### config.mk
export PLATFORM = sky130hd
export DESIGN_NAME = writeback_unit
export DESIGN_NICKNAME = d
export VERILOG_FILES = /design/src/rtl/mips_pkg.sv /design/src/rtl/load_formatter.sv /design/src/rtl/writeback_unit.sv
export SDC_FILE = /design/constraint.sdc
export NUM_CORES = 1
export LEC_CHECK = 0
export ABC_AREA = 1
export CELL_PAD_IN_SITES_DETAIL_PLACEMENT = 0
export CELL_PAD_IN_SITES_GLOBAL_PLACEMENT = 1
export CORE_UTILIZATION = 36
export DETAILED_ROUTE_END_ITERATION = 8
export PLACE_DENSITY_LB_ADDON = 0.1
export SLEW_MARGIN = 25
export SYNTH_ARGS = -nofsm -noshare
export SYNTH_HDL_FRONTEND = slang
export SYNTH_SLANG_ARGS = --single-unit
### constraint.sdc
create_clock -name clk -period 11.9 [get_ports clk]
set_input_delay 1.19 -clock clk [delete_from_list [all_inputs] [get_ports clk]]
set_output_delay 1.19 -clock clk [all_outputs]
set_load 0.05 [all_outputs]
### src/rtl/mips_pkg.sv
// Shared encodings for the writeback path: source, destination,
// load size, FSM states and the request FIFO entry layout.
package mips_pkg;

   localparam logic [1:0] SRC_ALU  = 2'b00;
   localparam logic [1:0] SRC_MEM  = 2'b01;
   localparam logic [1:0] SRC_LINK = 2'b10;
   localparam logic [1:0] SRC_HILO = 2'b11;

   localparam logic [1:0] DST_RD   = 2'b00;
   localparam logic [1:0] DST_RT   = 2'b01;
   localparam logic [1:0] DST_LINK = 2'b10;
   localparam logic [1:0] DST_RSVD = 2'b11;

   localparam logic [1:0] SZ_BYTE = 2'b00;
   localparam logic [1:0] SZ_HALF = 2'b01;
   localparam logic [1:0] SZ_WORD = 2'b10;

   localparam logic [1:0] ST_IDLE   = 2'd0;
   localparam logic [1:0] ST_FORMAT = 2'd1;
   localparam logic [1:0] ST_WRITE  = 2'd2;

   // word holds the already-selected source operand
   typedef struct packed {
      logic        vld;
      logic        drop;
      logic [4:0]  dst;
      logic [1:0]  src;
      logic [31:0] word;
      logic [1:0]  size;
      logic        sgn;
      logic [1:0]  off;
   } wb_entry_t;

endpackage

### src/rtl/load_formatter.sv
// Little-endian load extraction with sign or zero extension.
// Purely combinational.
module load_formatter
   import mips_pkg::*;
(
   input  logic [31:0] word,
   input  logic [1:0]  size,
   input  logic        sgn,
   input  logic [1:0]  off,
   output logic [31:0] data
);

   logic [7:0]  b;
   logic [15:0] h;

   always_comb begin
      case (off)
         2'd0:    b = word[7:0];
         2'd1:    b = word[15:8];
         2'd2:    b = word[23:16];
         default: b = word[31:24];
      endcase
      h = off[1] ? word[31:16] : word[15:0];
      unique case (size)
         SZ_BYTE: data = {{24{sgn & b[7]}}, b};
         SZ_HALF: data = {{16{sgn & h[15]}}, h};
         default: data = word;
      endcase
   end

endmodule

### src/rtl/writeback_unit.sv
// Register-file writeback: request FIFO, destination resolution,
// load formatting and a three-state IDLE/FORMAT/WRITE sequencer.
module writeback_unit #(
   parameter int DEPTH    = 2,
   parameter int LINK_REG = 31
) (
   input  logic        clk,
   input  logic        reset,
   input  logic        req_valid,
   output logic        req_ready,
   input  logic [1:0]  req_src,
   input  logic [1:0]  req_dst_sel,
   input  logic [4:0]  req_rd,
   input  logic [4:0]  req_rt,
   input  logic [31:0] req_alu,
   input  logic [31:0] req_mem,
   input  logic [31:0] req_pc4,
   input  logic [31:0] req_hilo,
   input  logic [1:0]  req_ld_size,
   input  logic        req_ld_signed,
   input  logic [1:0]  req_ld_off,
   output logic        rf_wr_en,
   output logic [4:0]  rf_wr_addr,
   output logic [31:0] rf_wr_data,
   output logic        wb_done,
   output logic [31:0] pending_mask,
   output logic        busy,
   output logic        err_dst
);

   import mips_pkg::*;

   localparam int AW = $clog2(DEPTH);
   localparam int CW = AW + 1;
   localparam logic [CW-1:0] FULL = CW'(DEPTH);
   localparam logic [4:0] LINK_IDX = 5'(LINK_REG);

   wb_entry_t       fifo_q [DEPTH];
   wb_entry_t       fifo_d [DEPTH];
   logic [AW-1:0]   wr_ptr_q, wr_ptr_d;
   logic [AW-1:0]   rd_ptr_q, rd_ptr_d;
   logic [CW-1:0]   count_q, count_d;
   logic [1:0]      state_q, state_d;
   logic            wr_en_q, wr_en_d;
   logic            done_q, done_d;
   logic [4:0]      addr_q, addr_d;
   logic [31:0]     data_q, data_d;
   logic            err_q, err_d;
   logic [31:0]     pend;
   wb_entry_t       new_e;
   wb_entry_t       head;
   logic [31:0]     ld_data;
   logic            push, pop;

   assign req_ready = count_q < FULL;
   assign push      = req_valid && req_ready;
   assign pop       = state_q == ST_WRITE;
   assign head      = fifo_q[rd_ptr_q];

   load_formatter u_fmt (
      .word (head.word),
      .size (head.size),
      .sgn  (head.sgn),
      .off  (head.off),
      .data (ld_data)
   );

   always_comb begin
      new_e      = '0;
      new_e.vld  = 1'b1;
      new_e.src  = req_src;
      new_e.size = req_ld_size;
      new_e.sgn  = req_ld_signed;
      new_e.off  = req_ld_off;
      unique case (req_src)
         SRC_ALU:  new_e.word = req_alu;
         SRC_MEM:  new_e.word = req_mem;
         SRC_LINK: new_e.word = req_pc4;
         default:  new_e.word = req_hilo;
      endcase
      unique case (req_dst_sel)
         DST_RD:   new_e.dst  = req_rd;
         DST_RT:   new_e.dst  = req_rt;
         DST_LINK: new_e.dst  = LINK_IDX;
         default:  new_e.drop = 1'b1;
      endcase
   end

   always_comb begin
      fifo_d   = fifo_q;
      wr_ptr_d = wr_ptr_q;
      rd_ptr_d = rd_ptr_q;
      err_d    = err_q;
      if (pop) begin
         fifo_d[rd_ptr_q].vld = 1'b0;
         rd_ptr_d = rd_ptr_q + AW'(1);
      end
      if (push) begin
         fifo_d[wr_ptr_q] = new_e;
         wr_ptr_d = wr_ptr_q + AW'(1);
         if (req_dst_sel == DST_RSVD) err_d = 1'b1;
      end
      count_d = count_q + CW'(push) - CW'(pop);
   end

   always_comb begin
      state_d = state_q;
      wr_en_d = 1'b0;
      done_d  = 1'b0;
      addr_d  = addr_q;
      data_d  = data_q;
      unique case (state_q)
         ST_IDLE:
            if (count_q != '0) state_d = ST_FORMAT;
         ST_FORMAT: begin
            state_d = ST_WRITE;
            addr_d  = head.dst;
            data_d  = (head.src == SRC_MEM) ? ld_data : head.word;
            wr_en_d = !head.drop && (head.dst != 5'd0);
            done_d  = 1'b1;
         end
         ST_WRITE:
            state_d = (count_d != '0) ? ST_FORMAT : ST_IDLE;
         default:
            state_d = ST_IDLE;
      endcase
   end

   // the head stays queued until its WRITE, so it is still pending
   always_comb begin
      pend = '0;
      for (int i = 0; i < DEPTH; i++)
         if (fifo_q[i].vld && !fifo_q[i].drop)
            pend[fifo_q[i].dst] = 1'b1;
      pend[0] = 1'b0;
   end

   always_ff @(posedge clk or posedge reset) begin
      if (reset) begin
         for (int i = 0; i < DEPTH; i++) fifo_q[i] <= '0;
         wr_ptr_q <= '0;
         rd_ptr_q <= '0;
         count_q  <= '0;
         state_q  <= ST_IDLE;
         wr_en_q  <= 1'b0;
         done_q   <= 1'b0;
         addr_q   <= '0;
         data_q   <= '0;
         err_q    <= 1'b0;
      end else begin
         fifo_q   <= fifo_d;
         wr_ptr_q <= wr_ptr_d;
         rd_ptr_q <= rd_ptr_d;
         count_q  <= count_d;
         state_q  <= state_d;
         wr_en_q  <= wr_en_d;
         done_q   <= done_d;
         addr_q   <= addr_d;
         data_q   <= data_d;
         err_q    <= err_d;
      end
   end

   assign rf_wr_en     = wr_en_q;
   assign rf_wr_addr   = addr_q;
   assign rf_wr_data   = data_q;
   assign wb_done      = done_q;
   assign pending_mask = pend;
   assign busy         = (count_q != '0) || (state_q != ST_IDLE);
   assign err_dst      = err_q;

endmodule

Word level (Yosys, flattened, before mapping) --
Cells that the tools add are included.
Cells by class: bitwise operators 5, $add $sub $neg 4, reductions and logical operators 23, eq/ne operators 12, magnitude comparators 9, divide/modulo/power cells 0, multiplexer cells 29, multiply operators 0, shift-type cells 0
Operators by type and width (count):
- $bwmux 92 | 2
- $mux 92 | 2
- $mux 45 | 3
- $mux 32 | 3
- $pmux 32 s3 | 1
- $demux 46 s1 | 2
- $mux 46 | 2
- $pmux 32 s2 | 1
- $or 32x32->32 | 1
- $pmux 8 s3 | 1
- $mux 16 | 1
- $pmux 5 s3 | 1
- $eq 2x1->1 const B | 6
- $lt 5x6->1 const B | 2
- $demux 1 s5 | 2
- $eq 2x2->1 const B | 5
- $ge 5x1->1 const B | 2
- $logic_not 2->1 | 5
- $logic_and 1x1->1 | 8
- $mux 1 | 6
- $pmux 2 s3 | 1
- $reduce_bool 2->1 | 3
- $reduce_bool 5->1 | 1
- $ge 2x2->1 const B | 2
- other kinds (13) | 19
Storage, ports and cells: ROM bits 0, memories 0, output and inout port bits 74, bits in writable memories 0, latch bits 0, flip-flop bits (word level) 138, word-level logic and storage cells 107

Logic depth before layout (Yosys ltp) --
depth after elaboration 9, depth in mapped cells 14, gate-level depth less buffers 11

Cells and area by module --
From an unflattened synthesis, not the netlist that was laid out.
Unflattened totals: cells, all modules 1365, area, all modules 8847.2 um^2
Modules (own cells, without submodules):
- writeback_unit | cells an instance 1209, area an instance 8114.0 um^2, instances 1
- load_formatter | cells an instance 156, area an instance 733.2 um^2, instances 1

Least setup slack after synthesis --
No wires, ideal clock.
path type register to output, start register fifo_q[44] (netlist bit), end output pending_mask[10], data arrival time 1.890 ns, setup slack 8.820 ns, cell stages (with the launch flop) 4, required time 10.710 ns, path buffers 0, cell sequence dfrtp_1 > nor2_1 > nand3_1 > o21ai_0
On the way: longest elaborated chain between the ends 3
Ends and longest elaborated chain:
- start, declared | RTL line writeback_unit.sv:38 | wb_entry_t fifo_q [DEPTH];
- start signal, assigned | RTL line writeback_unit.sv:151 | fifo_q <= fifo_d;
- $logic_not 1->1 | RTL line writeback_unit.sv:133 | if (fifo_q[i].vld && !fifo_q[i].drop)
- $logic_and 1x1->1 | RTL line writeback_unit.sv:133
- $mux 32 | RTL line writeback_unit.sv:133
- end, declared | RTL line writeback_unit.sv:26 | output logic [31:0] pending_mask,
No other way between the ends.

Worst setup path after layout --
start register fifo_q[90] (netlist bit), end output pending_mask[1]
On the way: longest elaborated chain between the ends 5
Ends and longest elaborated chain (RTL line):
- $logic_not 1->1 * | writeback_unit.sv:133
- $logic_and 1x1->1 * | writeback_unit.sv:133
- $mux 32 * | writeback_unit.sv:133
- $or 32x32->32 (no source line)
- $mux 32 * | writeback_unit.sv:133
Mark *: on every way between the ends. The rest lies on a longest branch, timed or not.

==> impl_metrics.json <==
{
  "clock_path_buffers": 2,
  "hp-start": "rf_wr_data[11]$_DFFE_PP0P_",
  "drtIter0Drc": 473,
  "cts.clk_slew.worst_paths_ns": 0.06,
  "r2r-start": "rd_ptr_q$_DFFE_PP0N_",
  "crit_fanout": 8,
  "synthTopCellsByArea": "dfrtp_1 (45%), nand2_1 (20%), o21ai_0 (13%), nand3_1 (5.8%), inv_1 (3.6%)",
  "io_pins": 224,
  "wl_per_cell_um": 15.2,
  "dp.cells": 1521,
  "synth_edf_count": 0,
  "nets": 1422,
  "status": "complete, no violations",
  "slew_headroom_pct": 34.1,
  "cts-root-buf": "clkbuf_16",
  "die_w_um": 148,
  "antenna_cells": 0,
  "vias": 7642,
  "cp_data_arrival_time_ns": 2.76,
  "synthArstFlopShare_pct": 100,
  "ys_ff_latch": 138,
  "numPortBuffers": 222,
  "min_to": "rf_wr_data[11]$_DFFE_PP0P_",
  "routed_wl_mm": 23.6,
  "place_congestion": 0.827,
  "rsz0062_at_grt": "false",
  "fin_ws_ns": 7.95,
  "syn_avg_cell_area_sq_um": 7.09,
  "fmaxAchievable_mhz": 253,
  "met2_length_mm": 10.2,
  "cts-resized-gates": 0,
  "yosys_warnings": 0,
  "first_pass_iters": 5,
  "hold_depth": 2,
  "grt_max_degree": 93,
  "wl_met1_mm": 11.8,
  "tns_ns": 0,
  "hp-class": "flop to flop",
  "yosys.area.top_type": "dfrtp_1",
  "setup_viol": 0,
  "coreArea_sq_mm": 0.0205,
  "powerDensity_mw_per_mm2": 270,
  "top_layer": "met4",
  "maxCapViolations": 0,
  "crit_type": "flop to output pin",
  "grt_pass1_vias": 7112,
  "place_ws_ns": 8.36,
  "cts_max_level": 4,
  "fin_skew_ns": 0.00901,
  "via_per_inst": 4.92,
  "worstMarginPinSlew_ns": 0.981,
  "layout-drive-gt1-share_pct": 5.61,
  "crit_path_start_kind": "flop",
  "ys_top_cells_by_count": "nand2_1 (408), o21ai_0 (204), dfrtp_1 (138)",
  "cts_hold_buffers": 0,
  "cts.sinks": 138,
  "r2r_cells": 8,
  "cp-end-kind": "output pin",
  "yosysTopAreaCellShare_pct": 45.2,
  "drc": 0,
  "vdd_drop_max_mv": 0.0901,
  "dp_hpwl_mm": 17.1,
  "stdcell_count": 1553,
  "syn-num-nets": 1230,
  "yosysUniqueCellTypes": 35,
  "initial_core_util_pct": 37.3,
  "die_y_um": 148,
  "track_usage_pct": 22.3,
  "syn_inst": 1078,
  "hold_viol_final": 0,
  "ys_seq_area_share_pct": 45.2,
  "post-route-period-util_pct": 33.2,
  "maxSlewViolCount": 0,
  "post_cts_buffers": 0,
  "leakage_uw": 0.00488,
  "ys.flop_type": "dfrtp_1",
  "r2r_slack_ns": 9.23,
  "yosysMostFrequentCell": "nand2_1",
  "rr_endpoint": "rf_wr_data[6]$_DFFE_PP0P_",
  "min_period_ns": 3.95,
  "grt_pass1_wl_mm": 37.9,
  "worst_ep_required_time_ns": 10.71,
  "cts_buffers": 17,
  "ant_nets": 0,
  "cts_tree": "done",
  "syn_area_sq_mm": 0.00765,
  "die-area_sq_mm": 0.0218,
  "area_growth_syn_to_layout_pct": 38.8,
  "row_count": 52,
  "wl_met3_mm": 1.37,
  "insertion_delay_ns": 0.43,
  "overflow": 0,
  "antenna_found_initial": 0
}
power breakdown:
| group | internal (uW) | switching [uW] | leakage (uW) |
|---|---|---|---|
| Clock | 315 | 209 | 0.000280 |
| Sequential | 686 | 131 | 0.00172 |
| Combinational | 484 | 1040 | 0.00287 |
| Total | 1480 | 1380 | 0.00488 |
kinds of logic (layout without fill, tap and decap cells):
| kind of cell | count (synthesis) | after routing | synth area share (%) |
|---|---|---|---|
| AO/OA/AOI/OAI | 256 | 256 | 17.3 |
| XOR/XNOR | 3 | 3 | 0.344 |
| other | 1 | 1 | 0.0490 |
| flip-flops | 138 | 138 | 45.2 |
| AND/OR/NAND/NOR | 540 | 540 | 29.3 |
| adder cells (fa/ha/maj) | 2 | 2 | 0.327 |
| buffers and inverters | 138 | 343 | 7.53 |
per-layer routing:
layer,global-route usage [%],up-vias
met1,32.8,3499
li1,-,3896
met3,5.15,18
met5,0,-
met4,5.31,0
met2,32.8,229
how the worst max path moves through the flow:
| stage | startpoint | endpoint | cells past startpoint |
|---|---|---|---|
| floorplan | reset | count_q[0]$_DFF_PP0_ | 1 |
| global placement | req_src[0] | fifo_q[28]$_DFFE_PP0P_ | 9 |
| detailed placement | req_src[0] | fifo_q[28]$_DFFE_PP0P_ | 9 |
| CTS | fifo_q[90]$_DFFE_PP0P_ | pending_mask[1] | 6 |
| global route | fifo_q[90]$_DFFE_PP0P_ | pending_mask[1] | 6 |
| finish | fifo_q[90]$_DFFE_PP0P_ | pending_mask[1] | 6 |
per-stage QoR:
step	hold slack [ns]	util [%]	cell area [sq um]	total power, uW
2_1_floorplan	0.444	-	7650	1880
3_3_place_gp	0.463	48.9	10000	2340
3_5_place_dp	0.466	48.9	10000	2350
4_1_cts	0.481	51.8	10600	2880
5_1_grt	0.491	51.8	10600	3100
6_report	0.475	51.8	10600	2870
placed cells by master (no fill, tap or decap), types with 11 or more instances in the layout:
master	n
dfrtp_1	137
a21oi_1	11
nand3_1	88
clkdlybuf4s50_1	222
o21ai_0	204
clkbuf_16	17
buf_4	11
o21ai_1	24
inv_1	72
nand2_1	408
nor3_1	13
worst max-delay path: stages, from the launching register on:
cell	delay, ns
dfrtp_1	0.37
inv_1	0.07
nand2_1	0.09
nor3_1	0.76
nand2_1	0.11
o21ai_0	0.11
clkdlybuf4s50_1	0.83
cell type report:
cell class / count / area (sq um)
clock buffers: 19 / 443
clock inverters: 13 / 141
fillers: 2121 / 9880
inverters: 78 / 300
multi-input cells: 802 / 3630
flip-flops and latches: 138 / 3450
well taps: 270 / 338
repair buffers: 233 / 2300
registers in the layout, summed over array words and instances, names as in the netlist:
| signal | cells |
|---|---|
| rf_wr_addr | 5 |
| rf_wr_data | 32 |
| wb_done | 1 |
| rd_ptr_q | 1 |
| state_q | 2 |
| err_dst | 1 |
| wr_ptr_q | 1 |
| count_q | 2 |
| fifo_q | 92 |
| rf_wr_en | 1 |
No activity file was read; power rests on OpenSTA's default activity.
